$ cat src/rtl/uart_tx_arbiter.sv
// Round-robin, packet-granular arbiter that shares one UART transmitter among
// several byte-stream requesters, sequencing the start/busy handshake with timeouts.
module uart_tx_arbiter #(
    parameter  int NUM_REQ    = 4,
    parameter  int DATA_WIDTH = 8,
    parameter  int TIMEOUT    = 100_000,
    localparam int ID_W       = (NUM_REQ > 1) ? $clog2(NUM_REQ) : 1
) (
    input  logic                          clk,
    input  logic                          rst_n,
    input  logic [NUM_REQ-1:0]            req_valid_i,
    input  logic [NUM_REQ*DATA_WIDTH-1:0] req_data_i,
    input  logic [NUM_REQ-1:0]            req_last_i,
    output logic [NUM_REQ-1:0]            req_ready_o,
    output logic                          tx_start_o,
    output logic [DATA_WIDTH-1:0]         tx_data_o,
    input  logic                          tx_busy_i,
    output logic                          grant_valid_o,
    output logic [ID_W-1:0]               grant_id_o,
    output logic                          err_timeout_o
);

    localparam int TW = (TIMEOUT > 2) ? $clog2(TIMEOUT) : 1;
    localparam int SW = ID_W + 1;

    typedef enum logic [2:0] {IDLE, START, WAIT_BUSY, WAIT_DONE, HOLD} state_e;

    state_e                 state_q, state_d;
    logic [TW-1:0]          timer_q, timer_d;
    logic [ID_W-1:0]        rrPtr_q, rrPtr_d;
    logic [ID_W-1:0]        grantId_q, grantId_d;
    logic [DATA_WIDTH-1:0]  txData_q, txData_d;
    logic                   last_q, last_d;
    logic                   grantValid_q, grantValid_d;
    logic                   txStart_q, txStart_d;
    logic                   err_q, err_d;

    logic                   winFound;
    logic [ID_W-1:0]        winId, cand, selId, nextPtr;
    logic [SW-1:0]          sum;
    logic [DATA_WIDTH-1:0]  selData;
    logic                   selLast, selValid, timerExpired;
    logic [NUM_REQ-1:0]     selOneHot, readyVec;

    // Lowest offset from the pointer wins, so iterate from the far end down.
    always_comb begin
        winFound = 1'b0;
        winId    = '0;
        sum      = '0;
        cand     = '0;
        for (int k = NUM_REQ - 1; k >= 0; k--) begin
            sum  = {1'b0, rrPtr_q} + SW'(k);
            cand = (sum >= SW'(NUM_REQ)) ? ID_W'(sum - SW'(NUM_REQ)) : ID_W'(sum);
            if (req_valid_i[cand]) begin
                winFound = 1'b1;
                winId    = cand;
            end
        end
    end

    assign selId = (state_q == HOLD) ? grantId_q : winId;

    always_comb begin
        selData   = '0;
        selLast   = 1'b0;
        selValid  = 1'b0;
        selOneHot = '0;
        for (int i = 0; i < NUM_REQ; i++) begin
            if (ID_W'(i) == selId) begin
                selData      = req_data_i[i*DATA_WIDTH +: DATA_WIDTH];
                selLast      = req_last_i[i];
                selValid     = req_valid_i[i];
                selOneHot[i] = 1'b1;
            end
        end
    end

    assign nextPtr      = (grantId_q == ID_W'(NUM_REQ - 1)) ? '0 : grantId_q + ID_W'(1);
    assign timerExpired = (timer_q == TW'(TIMEOUT - 2));

    always_comb begin
        state_d      = state_q;
        timer_d      = timer_q;
        rrPtr_d      = rrPtr_q;
        grantId_d    = grantId_q;
        txData_d     = txData_q;
        last_d       = last_q;
        grantValid_d = grantValid_q;
        txStart_d    = 1'b0;
        err_d        = 1'b0;
        readyVec     = '0;
        case (state_q)
            IDLE: begin
                if (winFound) begin
                    readyVec     = selOneHot;
                    txData_d     = selData;
                    last_d       = selLast;
                    grantId_d    = winId;
                    grantValid_d = 1'b1;
                    txStart_d    = 1'b1;
                    state_d      = START;
                end
            end
            START: begin
                timer_d = '0;
                state_d = WAIT_BUSY;
            end
            WAIT_BUSY: begin
                if (tx_busy_i) begin
                    state_d = WAIT_DONE;
                end else if (timerExpired) begin
                    err_d        = 1'b1;
                    grantValid_d = 1'b0;
                    rrPtr_d      = nextPtr;
                    state_d      = IDLE;
                end else begin
                    timer_d = timer_q + TW'(1);
                end
            end
            WAIT_DONE: begin
                if (!tx_busy_i) begin
                    if (last_q) begin
                        grantValid_d = 1'b0;
                        rrPtr_d      = nextPtr;
                        state_d      = IDLE;
                    end else begin
                        timer_d = '0;
                        state_d = HOLD;
                    end
                end
            end
            HOLD: begin
                readyVec = selOneHot;
                if (selValid) begin
                    txData_d  = selData;
                    last_d    = selLast;
                    txStart_d = 1'b1;
                    state_d   = START;
                end else if (timerExpired) begin
                    err_d        = 1'b1;
                    grantValid_d = 1'b0;
                    rrPtr_d      = nextPtr;
                    state_d      = IDLE;
                end else begin
                    timer_d = timer_q + TW'(1);
                end
            end
            default: state_d = IDLE;
        endcase
    end

    always_ff @(posedge clk or negedge rst_n) begin
        if (!rst_n) begin
            state_q      <= IDLE;
            timer_q      <= '0;
            rrPtr_q      <= '0;
            grantId_q    <= '0;
            txData_q     <= '0;
            last_q       <= 1'b0;
            grantValid_q <= 1'b0;
            txStart_q    <= 1'b0;
            err_q        <= 1'b0;
        end else begin
            state_q      <= state_d;
            timer_q      <= timer_d;
            rrPtr_q      <= rrPtr_d;
            grantId_q    <= grantId_d;
            txData_q     <= txData_d;
            last_q       <= last_d;
            grantValid_q <= grantValid_d;
            txStart_q    <= txStart_d;
            err_q        <= err_d;
        end
    end

    // Ready is combinational, so hold it low while reset is asserted.
    assign req_ready_o   = rst_n ? readyVec : '0;
    assign tx_start_o    = txStart_q;
    assign tx_data_o     = txData_q;
    assign grant_valid_o = grantValid_q;
    assign grant_id_o    = grantId_q;
    assign err_timeout_o = err_q;

endmodule

$ cat config.mk
export PLATFORM = sky130hd
export DESIGN_NAME = uart_tx_arbiter
export DESIGN_NICKNAME = d
export VERILOG_FILES = /design/src/rtl/uart_tx_arbiter.sv
export SDC_FILE = /design/constraint.sdc
export NUM_CORES = 1
export LEC_CHECK = 0
export CORE_UTILIZATION = 40
export CTS_BUF_LIST = sky130_fd_sc_hd__clkbuf_16
export CTS_CLUSTER_DIAMETER = 200
export DETAILED_ROUTE_END_ITERATION = 12
export GPL_ROUTABILITY_DRIVEN = 0
export GPL_TIMING_DRIVEN = 0
export PLACE_DENSITY_LB_ADDON = 0.12
export SLEW_MARGIN = 15
export SYNTH_ARGS = -nofsm -noshare
export SYNTH_HDL_FRONTEND = slang
export SYNTH_SLANG_ARGS = --single-unit
$ cat constraint.sdc
create_clock -name clk -period 7.3 [get_ports clk]
set_input_delay 1.825 -clock clk [delete_from_list [all_inputs] [get_ports clk]]
set_output_delay 1.825 -clock clk [all_outputs]
set_load 0.005 [all_outputs]
==> results.json, run 1 <==
{
  "grt_util_met1": 0.2500,
  "hold_class": "flip-flop to flip-flop",
  "irDropWorstVdd_uv": 189.0,
  "syn_area_per_cell_um2": 9.625,
  "netlist_instances": 257,
  "grt_pass1_vias": 2090,
  "synth-xor-area-share": 0,
  "powerDensity_mw_per_mm2": 354.3,
  "syn_area_mm2": 0.002474,
  "fmax_ghz": 0.1585,
  "gr-usage-met3": 0.04886,
  "period_share": 0.8643,
  "antenna_cells": 0,
  "grt_util_all_layers": 0.1975,
  "synth_ff_type": "dfrtp_1",
  "routed-via-count": 2225,
  "maxSlewHeadroom": 0.6828,
  "crit_required_ns": 5.48,
  "finalSetupViolCount": 0,
  "met2_usage": 0.3322,
  "hold_viol": 0,
  "status": "finished, final reports clean",
  "cts_resized": 0,
  "rsz0062_at_grt": "false",
  "post-cts-setup-buffers": 0,
  "tightest_slew_ns": 0.4758,
  "r2r-end": "last_q",
  "fin_tns_setup_ns": 0,
  "setup.worst_path.end_class": "output pin",
  "overflow": 0,
  "critPathKind": "input pin to output pin",
  "fp.dieW_um": 80.64,
  "drc": 0,
  "ys_async_sr_fraction": 1.000,
  "hpwl_um": 4492,
  "startpoint_type": "input pin",
  "drive_gt1_frac": 0.1600,
  "synth_compound_area_frac": 0.2104,
  "clkLatencyLatePin_ns": 0.28,
  "initial_core_util": 0.4153,
  "grt_max_degree": 30,
  "drtIter0Drc": 61,
  "n_fill_cell": 570,
  "nets": 370,
  "viasPerCell": 5.563,
  "p_leak_nw": 1.348,
  "wl_um": 5991,
  "critPathMaxFanout": 10,
  "rr_startpoint": "state_q[0]",
  "post-route-util": 0.5609,
  "synth_seq_cells": 36,
  "r2r_slack_ns": 4.78,
  "holdBufCountCts": 0,
  "final_antenna_net_count": 0,
  "routedWlPerCell_um": 14.98,
  "synth_nets": 303,
  "hold_path_depth": 1,
  "ys_types": 58,
  "holdPathEnd": "grant_valid_o",
  "synthSimpleGateAreaFrac": 0.2327,
  "ys_warn_count": 0,
  "cts_tree": "done",
  "grt_pass1_wl_um": 9839,
  "yosysSeqAreaShare": 0.3642,
  "rows": 28,
  "numCtsBuffers": 5,
  "r2r_cells": 8,
  "cts-root-buf": "clkbuf_16",
  "synthMuxAreaShare": 0.1209,
  "area_growth_pct": 35.05,
  "synth_edf_count": 0,
  "path_clk_slew_ns": 0.06,
  "portBuffers": 59,
  "multi_input_area_mm2": 0.001433,
  "period_needed_ns": 6.309,
  "antenna_found_initial": 0,
  "htree_num_levels": 2,
  "hold_start": "grant_valid_o",
  "fin_skew_ns": 0.004338,
  "die_h_um": 80.64,
  "seq_area_um2": 900.9,
  "cts.path.max_buffers": 2,
  "synth_fa_ha_area_frac": 0.01517,
  "synth_top_family_by_area": "simple AND/OR/NAND/NOR gates",
  "drv_slew": 0,
  "drtPass1Iterations": 4,
  "cts_sinks": 36,
  "pin_count": 60,
  "dieArea_mm2": 0.006503,
  "arrival_ns": 4.48,
  "grt.busiest_layer": "met2",
  "coreArea_mm2": 0.005956,
  "drv_cap": 0
}
worst max-delay path by stage:
stage                         startpoint        endpoint  slack [ns]
final                     req_valid_i[3]  req_ready_o[0]        0.99
after global routing      req_valid_i[3]  req_ready_o[0]        0.72
after CTS                 req_valid_i[3]  req_ready_o[0]        0.95
after detailed placement  req_valid_i[3]  req_ready_o[0]        0.96
after global placement             rst_n  req_ready_o[3]        0.92
after floorplan           req_valid_i[3]  req_ready_o[0]        2.33
worst max-delay path, stage by stage:
cell and delay [ns]:
clkdlybuf4s50_1 0.53, o221a_2 0.36, a31oi_2 0.29, buf_2 0.28
clkbuf_1 0.38, inv_1 0.11, nor3_1 0.18, clkdlybuf4s50_1 0.53
routing by layer:
| layer | wire length, um | share of wire |
|---|---|---|
| met1 | 2751 | 0.46 |
| met2 | 2875 | 0.48 |
| met3 | 316 | 0.053 |
| met4 | 47 | 0.0078 |
| met5 | 0 | 0 |
area by class of cell:
class	instances	share of cell area
sequential	36	0.2697
timing repair buffer	60	0.1813
clock buffer	5	0.03745
inverter	6	0.006742
multi-input combinational	201	0.4288
buffer	14	0.03521
tap	75	0.02809
clock inverter	3	0.01273
cells in the mapped netlist (2+ instances only):
library cell   n  area, um^2
inv_1          6       22.52
nand3b_1       2       15.01
nand2_1       12       45.04
nor3_1         3       15.01
o21a_1         4       30.03
mux2_2         5       56.30
and3_2         3       22.52
mux2_4         8       120.1
clkbuf_1       3       11.26
nor4_2         2       25.02
clkbuf_8       2       27.53
nand4_1        6       37.54
dfrtp_1       36       900.9
and4_1         2       17.52
o21ai_1        3       15.01
o21ai_0       13       65.06
buf_2          3       15.01
and2_1         2       12.51
nand3_1        9       45.04
nor2_1        11       41.29
o31ai_1        5       37.54
o21ai_2        2       17.52
a211oi_1      10       75.07
ha_1           3       37.54
mux2i_1       10       100.1
and3_1         3       18.77
a31oi_1        3       18.77
a21oi_1       24       120.1
nor2b_1       16       100.1
buf_6          4       45.04
or3_1         10       62.56
mux2_1         2       22.52
or4_1          4       30.03
nand2b_1       2       12.51
power by group:
group,switching (mW),internal (mW),total (mW),leakage (nW)
Combinational,0.305,0.324,0.629,0.805
Clock,0.0874,0.160,0.248,0.0798
Sequential,0.0520,0.255,0.307,0.463
flip-flops by register name (all words and copies together) (netlist names):
name and flops:
grant_valid_o 1, last_q 1, err_timeout_o 1, rrPtr_q 2, tx_start_o 1, state_q 3, tx_data_o 8, timer_q 17
grant_id_o 2
cells by family (layout without fill, tap and decap cells):
logic type	Yosys count	in the layout
simple gates	96	96
compound gates	77	77
flops	36	36
mux	25	25
buf+inv	20	88
fa+ha+maj	3	3
metrics by stage:
step	power, mW	hold WS (ns)	setup WS [ns]	instances	instance area, um^2
floorplan	0.7405	0.4873	2.333	257	2474
global placement	0.9399	0.4891	0.9206	391	3158
CTS	1.199	0.5113	0.9457	400	3341
detailed placement	0.9446	0.4835	0.9617	392	3173
finish	1.184	0.5095	0.9909	400	3341
global route	1.268	0.5194	0.7153	400	3341
cell usage in the layout (no fill, tap or decap), types with 5 or more instances in the layout:
cell / count
clkdlybuf4s50_1: 58
nand2_1: 12
nor2_1: 11
a21oi_1: 24
nand3_1: 9
nand4_1: 6
mux2_4: 8
or3_1: 10
clkbuf_16: 5
mux2_2: 5
mux2i_1: 10
dfrtp_1: 36
a211oi_1: 10
o31ai_1: 5
nor2b_1: 16
inv_1: 6
o21ai_0: 13
(Power assumes the default switching activity.)
==> inputs of run 2 (changes only) <==
--- a/config.mk
+++ b/config.mk
@@ -5,7 +5,8 @@
 export SDC_FILE = /design/constraint.sdc
 export NUM_CORES = 1
 export LEC_CHECK = 0
-export CORE_UTILIZATION = 40
+export ABC_CLOCK_PERIOD_IN_PS = 7300
+export CORE_UTILIZATION = 54
 export CTS_BUF_LIST = sky130_fd_sc_hd__clkbuf_16
 export CTS_CLUSTER_DIAMETER = 200
 export DETAILED_ROUTE_END_ITERATION = 12
==> results.json, run 2 (synthesis gave the netlist of run 1 again) <==
{
  "hpwl_um": 4457,
  "period_needed_ns": 6.364,
  "top_register": "timer_q",
  "drv_slew": 0,
  "irDropWorstVdd_uv": 208.8,
  "crit_required_ns": 5.48,
  "crit_chain": "clkdlybuf4s50_1, o221a_2, a31oi_2, buf_2, clkbuf_1, inv_1, nor3_1, clkdlybuf4s50_1",
  "antenna_cells": 0,
  "critPathMaxStageDelay_ns": 0.54,
  "cts_tree": "done",
  "n_fill_cell": 318,
  "final_cell_mix": "clkdlybuf4s50_1 (58), dfrtp_1 (36), a21oi_1 (24)",
  "place_area_mm2": 0.003144,
  "dp_cells": 369,
  "arrival_ns": 4.54,
  "routedWlPerCell_um": 16.62,
  "coreArea_mm2": 0.004384,
  "fp.dieW_um": 69.68,
  "antenna_found_initial": 0,
  "crit_path_frequent_cell": "clkdlybuf4s50_1",
  "pwr-share-clk": 0.205,
  "numCtsBuffers": 5,
  "finalNonFillerCells": 377,
  "post-cts-setup-buffers": 0,
  "sequentialPowerShare": 0.258,
  "maxSlewHeadroom": 0.6846,
  "rows": 24,
  "cts.path.max_buffers": 2,
  "fin_hold_ws_ns": 0.5014,
  "drtPass1Iterations": 4,
  "critPathKind": "input pin to output pin",
  "p_leak_nw": 1.348,
  "initial_core_util": 0.5642,
  "setup.worst_path.end_class": "output pin",
  "portBuffers": 59,
  "hold_viol": 0,
  "final_area_mm2": 0.003312,
  "period_share": 0.8717,
  "switching_share": 0.3839,
  "tightest_slew_ns": 0.4731,
  "startpoint_type": "input pin",
  "fmax_ghz": 0.1571,
  "wl_um": 6266,
  "comb_power_share": 0.537,
  "status": "finished, final reports clean",
  "drv_cap": 0,
  "grt_util_all_layers": 0.2709,
  "dieArea_mm2": 0.004855,
  "overflow": 0,
  "cts-root-buf": "clkbuf_16",
  "final_antenna_net_count": 0,
  "drive_gt1_frac": 0.1600,
  "holdBufCountCts": 0,
  "routed-via-count": 2255,
  "hold_class": "flip-flop to flip-flop",
  "clkLatencyLatePin_ns": 0.28,
  "intPower_mw": 0.7395,
  "powerDensity_mw_per_mm2": 362.4,
  "post-route-util": 0.7554,
  "pin_count": 60,
  "drtIter0Drc": 164,
  "area_growth_pct": 33.89,
  "p_sw_mw": 0.4608,
  "path_clk_slew_ns": 0.06,
  "finalSetupViolCount": 0,
  "grt_max_degree": 32,
  "critPathMaxFanout": 10,
  "drc": 0,
  "cts_sinks": 36,
  "die_h_um": 69.68,
  "layout_commonest_cell": "clkdlybuf4s50_1",
  "fin_tns_setup_ns": 0,
  "grt_pass1_wl_um": 10440,
  "nets": 370,
  "fin_skew_ns": 0.007936,
  "viasPerCell": 5.981,
  "largest_reg_flops": 17,
  "grt_pass1_vias": 2269,
  "cts_resized": 0,
  "htree_num_levels": 2,
  "rsz0062_at_grt": "false",
  "crit_path_top_delay_cell": "clkdlybuf4s50_1"
}
## run 2: routing by layer
layer / up-vias / GRT usage / wire length [um]
met5: - / 0 / 0
met4: 0 / 0.09333 / 112
met3: 12 / 0.06541 / 293
met2: 60 / 0.4423 / 3068
met1: 1080 / 0.3520 / 2791
li1: 1103 / - / -
## run 2: cell type report
type | count | area [um^2] | area share
Clock buffer | 5 | 125.1 | 0.03778
Inverter | 6 | 22.52 | 0.006800
Clock inverter | 3 | 42.54 | 0.01284
Tap cell | 52 | 65.06 | 0.01964
Buffer | 14 | 117.6 | 0.03551
Timing Repair Buffer | 60 | 605.6 | 0.1828
Multi-Input combinational cell | 201 | 1433 | 0.4326
Sequential cell | 36 | 900.9 | 0.2720
## run 2: power by group through the flow
stage          Combinational (mW)  Clock, mW  Sequential [mW]
2_1_floorplan               0.440          0            0.301
3_3_place_gp                0.622          0            0.309
3_5_place_dp                0.640          0            0.310
4_1_cts                     0.647      0.247            0.309
5_1_grt                     0.699      0.257            0.318
6_report                    0.644      0.246            0.310
## run 2: critical path: cells and delay by family
family	cells	cell delay (ns)
AO/OA/AOI/OAI	2	0.66
buffers and inverters	5	1.87
AND/OR/NAND/NOR	1	0.19
## run 2: final timing paths
| path | from | to | slack (ns) | cells past startpoint |
|---|---|---|---|---|
| setup / recovery | req_valid_i[3] | req_ready_o[0] | 0.94 | 8 |
| max in group asynchronous | rst_n | last_q | 5.48 | 2 |
| min in group asynchronous | rst_n | state_q[2] | 1.39 | 1 |
| hold reg to reg | grant_valid_o | grant_valid_o | 0.50 | 1 |
| setup reg to reg | state_q[0] | tx_data_o[1] | 4.66 | 8 |
| hold / removal | grant_valid_o | grant_valid_o | 0.50 | 1 |
## run 2: through the flow
| step | setup slack, ns | power [mW] |
|---|---|---|
| 4_1_cts | 0.9566 | 1.202 |
| 3_3_place_gp | 0.9608 | 0.9313 |
| 2_1_floorplan | 2.333 | 0.7405 |
| 6_report | 0.9363 | 1.200 |
| 3_5_place_dp | 0.9814 | 0.9494 |
| 5_1_grt | 0.7354 | 1.274 |
==> inputs of run 3 (changes only) <==
--- a/config.mk
+++ b/config.mk
@@ -6,7 +6,7 @@
 export NUM_CORES = 1
 export LEC_CHECK = 0
 export ABC_CLOCK_PERIOD_IN_PS = 7300
-export CORE_UTILIZATION = 54
+export CORE_UTILIZATION = 30
 export CTS_BUF_LIST = sky130_fd_sc_hd__clkbuf_16
 export CTS_CLUSTER_DIAMETER = 200
 export DETAILED_ROUTE_END_ITERATION = 12
==> results.json, run 3 (synthesis gave the netlist of run 1 again) <==
{
  "fmax_ghz": 0.1573,
  "rows": 32,
  "critPathMaxFanout": 10,
  "drtIter0Drc": 90,
  "final_cell_mix": "clkdlybuf4s50_1 (58), dfrtp_1 (36), a21oi_1 (24)",
  "r2r_slack_ns": 4.76,
  "viasPerCell": 5.117,
  "post-cts-setup-buffers": 0,
  "multi_input_area_mm2": 0.001433,
  "critPathKind": "input pin to output pin",
  "fin_tns_setup_ns": 0,
  "hold_start": "grant_valid_o",
  "grt_pass1_wl_um": 10320,
  "largest_reg_flops": 17,
  "r2r_cells": 8,
  "drc": 0,
  "status": "finished, final reports clean",
  "pwr-share-clk": 0.203,
  "finalNonFillerCells": 427,
  "clkLatencyLatePin_ns": 0.28,
  "grt_pass1_vias": 2146,
  "dp_cells": 419,
  "cts_resized": 0,
  "crit_required_ns": 5.48,
  "drv_cap": 0,
  "htree_num_levels": 2,
  "critPathMaxStageDelay_ns": 0.54,
  "switching_share": 0.3756,
  "fin_skew_ns": 0.007213,
  "drv_slew": 0,
  "grt_max_degree": 30,
  "layout_commonest_cell": "clkdlybuf4s50_1",
  "powerDensity_mw_per_mm2": 350.7,
  "overflow": 0,
  "rsz0062_at_grt": "false",
  "period_share": 0.8709,
  "coreArea_mm2": 0.007848,
  "hold_viol": 0,
  "holdBufCountCts": 0,
  "initial_core_util": 0.3152,
  "drtPass1Iterations": 4,
  "die_h_um": 92.81,
  "drive_gt1_frac": 0.1538,
  "r2r-end": "last_q",
  "final_antenna_net_count": 0,
  "sequentialPowerShare": 0.259,
  "cts_sinks": 36,
  "holdPathEnd": "grant_valid_o",
  "fp.dieW_um": 92.81,
  "top_register": "timer_q",
  "antenna_found_initial": 0,
  "setup.worst_path.end_class": "output pin",
  "finalSetupViolCount": 0,
  "rr_startpoint": "state_q[0]",
  "comb_power_share": 0.537,
  "crit_path_top_delay_cell": "clkdlybuf4s50_1",
  "p_leak_nw": 1.347,
  "area_growth_pct": 36.22,
  "tightest_slew_ns": 0.4854,
  "p_sw_mw": 0.4438,
  "antenna_cells": 0,
  "cts_tree": "done",
  "seq_area_um2": 900.9,
  "maxSlewHeadroom": 0.6764,
  "portBuffers": 59,
  "period_needed_ns": 6.358,
  "crit_chain": "clkdlybuf4s50_1, o221a_2, a31oi_2, buf_2, clkbuf_1, inv_1, nor3_1, clkdlybuf4s50_1",
  "path_clk_slew_ns": 0.06,
  "nets": 370,
  "routed-via-count": 2185,
  "hpwl_um": 4656,
  "pin_count": 60,
  "intPower_mw": 0.7378,
  "numCtsBuffers": 5,
  "irDropWorstVdd_uv": 122.7,
  "startpoint_type": "input pin",
  "arrival_ns": 4.53,
  "cts.path.max_buffers": 2,
  "crit_path_frequent_cell": "clkdlybuf4s50_1",
  "n_fill_cell": 792,
  "grt_util_all_layers": 0.1525,
  "hold_class": "flip-flop to flip-flop",
  "routedWlPerCell_um": 14.57,
  "cts-root-buf": "clkbuf_16",
  "wl_um": 6221,
  "dieArea_mm2": 0.008613,
  "hold_path_depth": 1
}
run 3: cell count changes in the layout (fill, tap and decap cells not counted):
cell        previous run  this run
clkinv_1               0         2
clkinv_2               1         0
clkinvlp_4             1         0
run 3: per-layer routing:
| layer | vias up | track usage | wire length (um) |
|---|---|---|---|
| met5 | - | 0 | 0 |
| met2 | 48 | 0.2445 | 2890 |
| li1 | 1103 | - | - |
| met3 | 6 | 0.03941 | 297 |
| met1 | 1028 | 0.2050 | 2989 |
| met4 | 0 | 0.03462 | 44 |
run 3: power groups by stage:
stage	Combinational (mW)	Clock (mW)	Sequential [mW]
after floorplan	0.440	0	0.301
after global placement	0.639	0	0.309
after detailed placement	0.642	0	0.309
after CTS	0.644	0.248	0.307
after global routing	0.702	0.254	0.315
final	0.635	0.240	0.306
run 3: cell type report:
type	count	area share
Inverter	6	0.006684
Tap cell	102	0.03788
Clock inverter	3	0.01114
Timing Repair Buffer	60	0.1797
Buffer	14	0.03491
Multi-Input combinational cell	201	0.4252
Clock buffer	5	0.03713
Sequential cell	36	0.2674
run 3: worst max-delay path by stage:
stage | start | to | slack (ns) | cells past startpoint
finish | req_valid_i[3] | req_ready_o[0] | 0.94 | 8
global route | req_valid_i[3] | req_ready_o[0] | 0.79 | 9
CTS | req_valid_i[3] | req_ready_o[0] | 0.92 | 8
detailed placement | req_valid_i[3] | req_ready_o[0] | 0.94 | 8
global placement | rst_n | req_ready_o[0] | 0.86 | 4
floorplan | req_valid_i[3] | req_ready_o[0] | 2.33 | 6
run 3: worst max-delay path: cells and delay by family:
family | cells | cell delay, ns
AO/OA/AOI/OAI | 2 | 0.67
AND/OR/NAND/NOR | 1 | 0.19
buffers and inverters | 5 | 1.86
run 3: per-stage QoR:
step	utilization	area (um^2)	power (mW)	hold WS (ns)	setup WS [ns]
after floorplan	-	2474	0.7405	0.4873	2.333
after global placement	0.4067	3192	0.9484	0.4913	0.8618
after detailed placement	0.4086	3207	0.9508	0.4871	0.9429
after CTS	0.4294	3369	1.199	0.5144	0.9210
after global routing	0.4294	3369	1.271	0.5269	0.7918
final	0.4294	3369	1.182	0.5067	0.9423
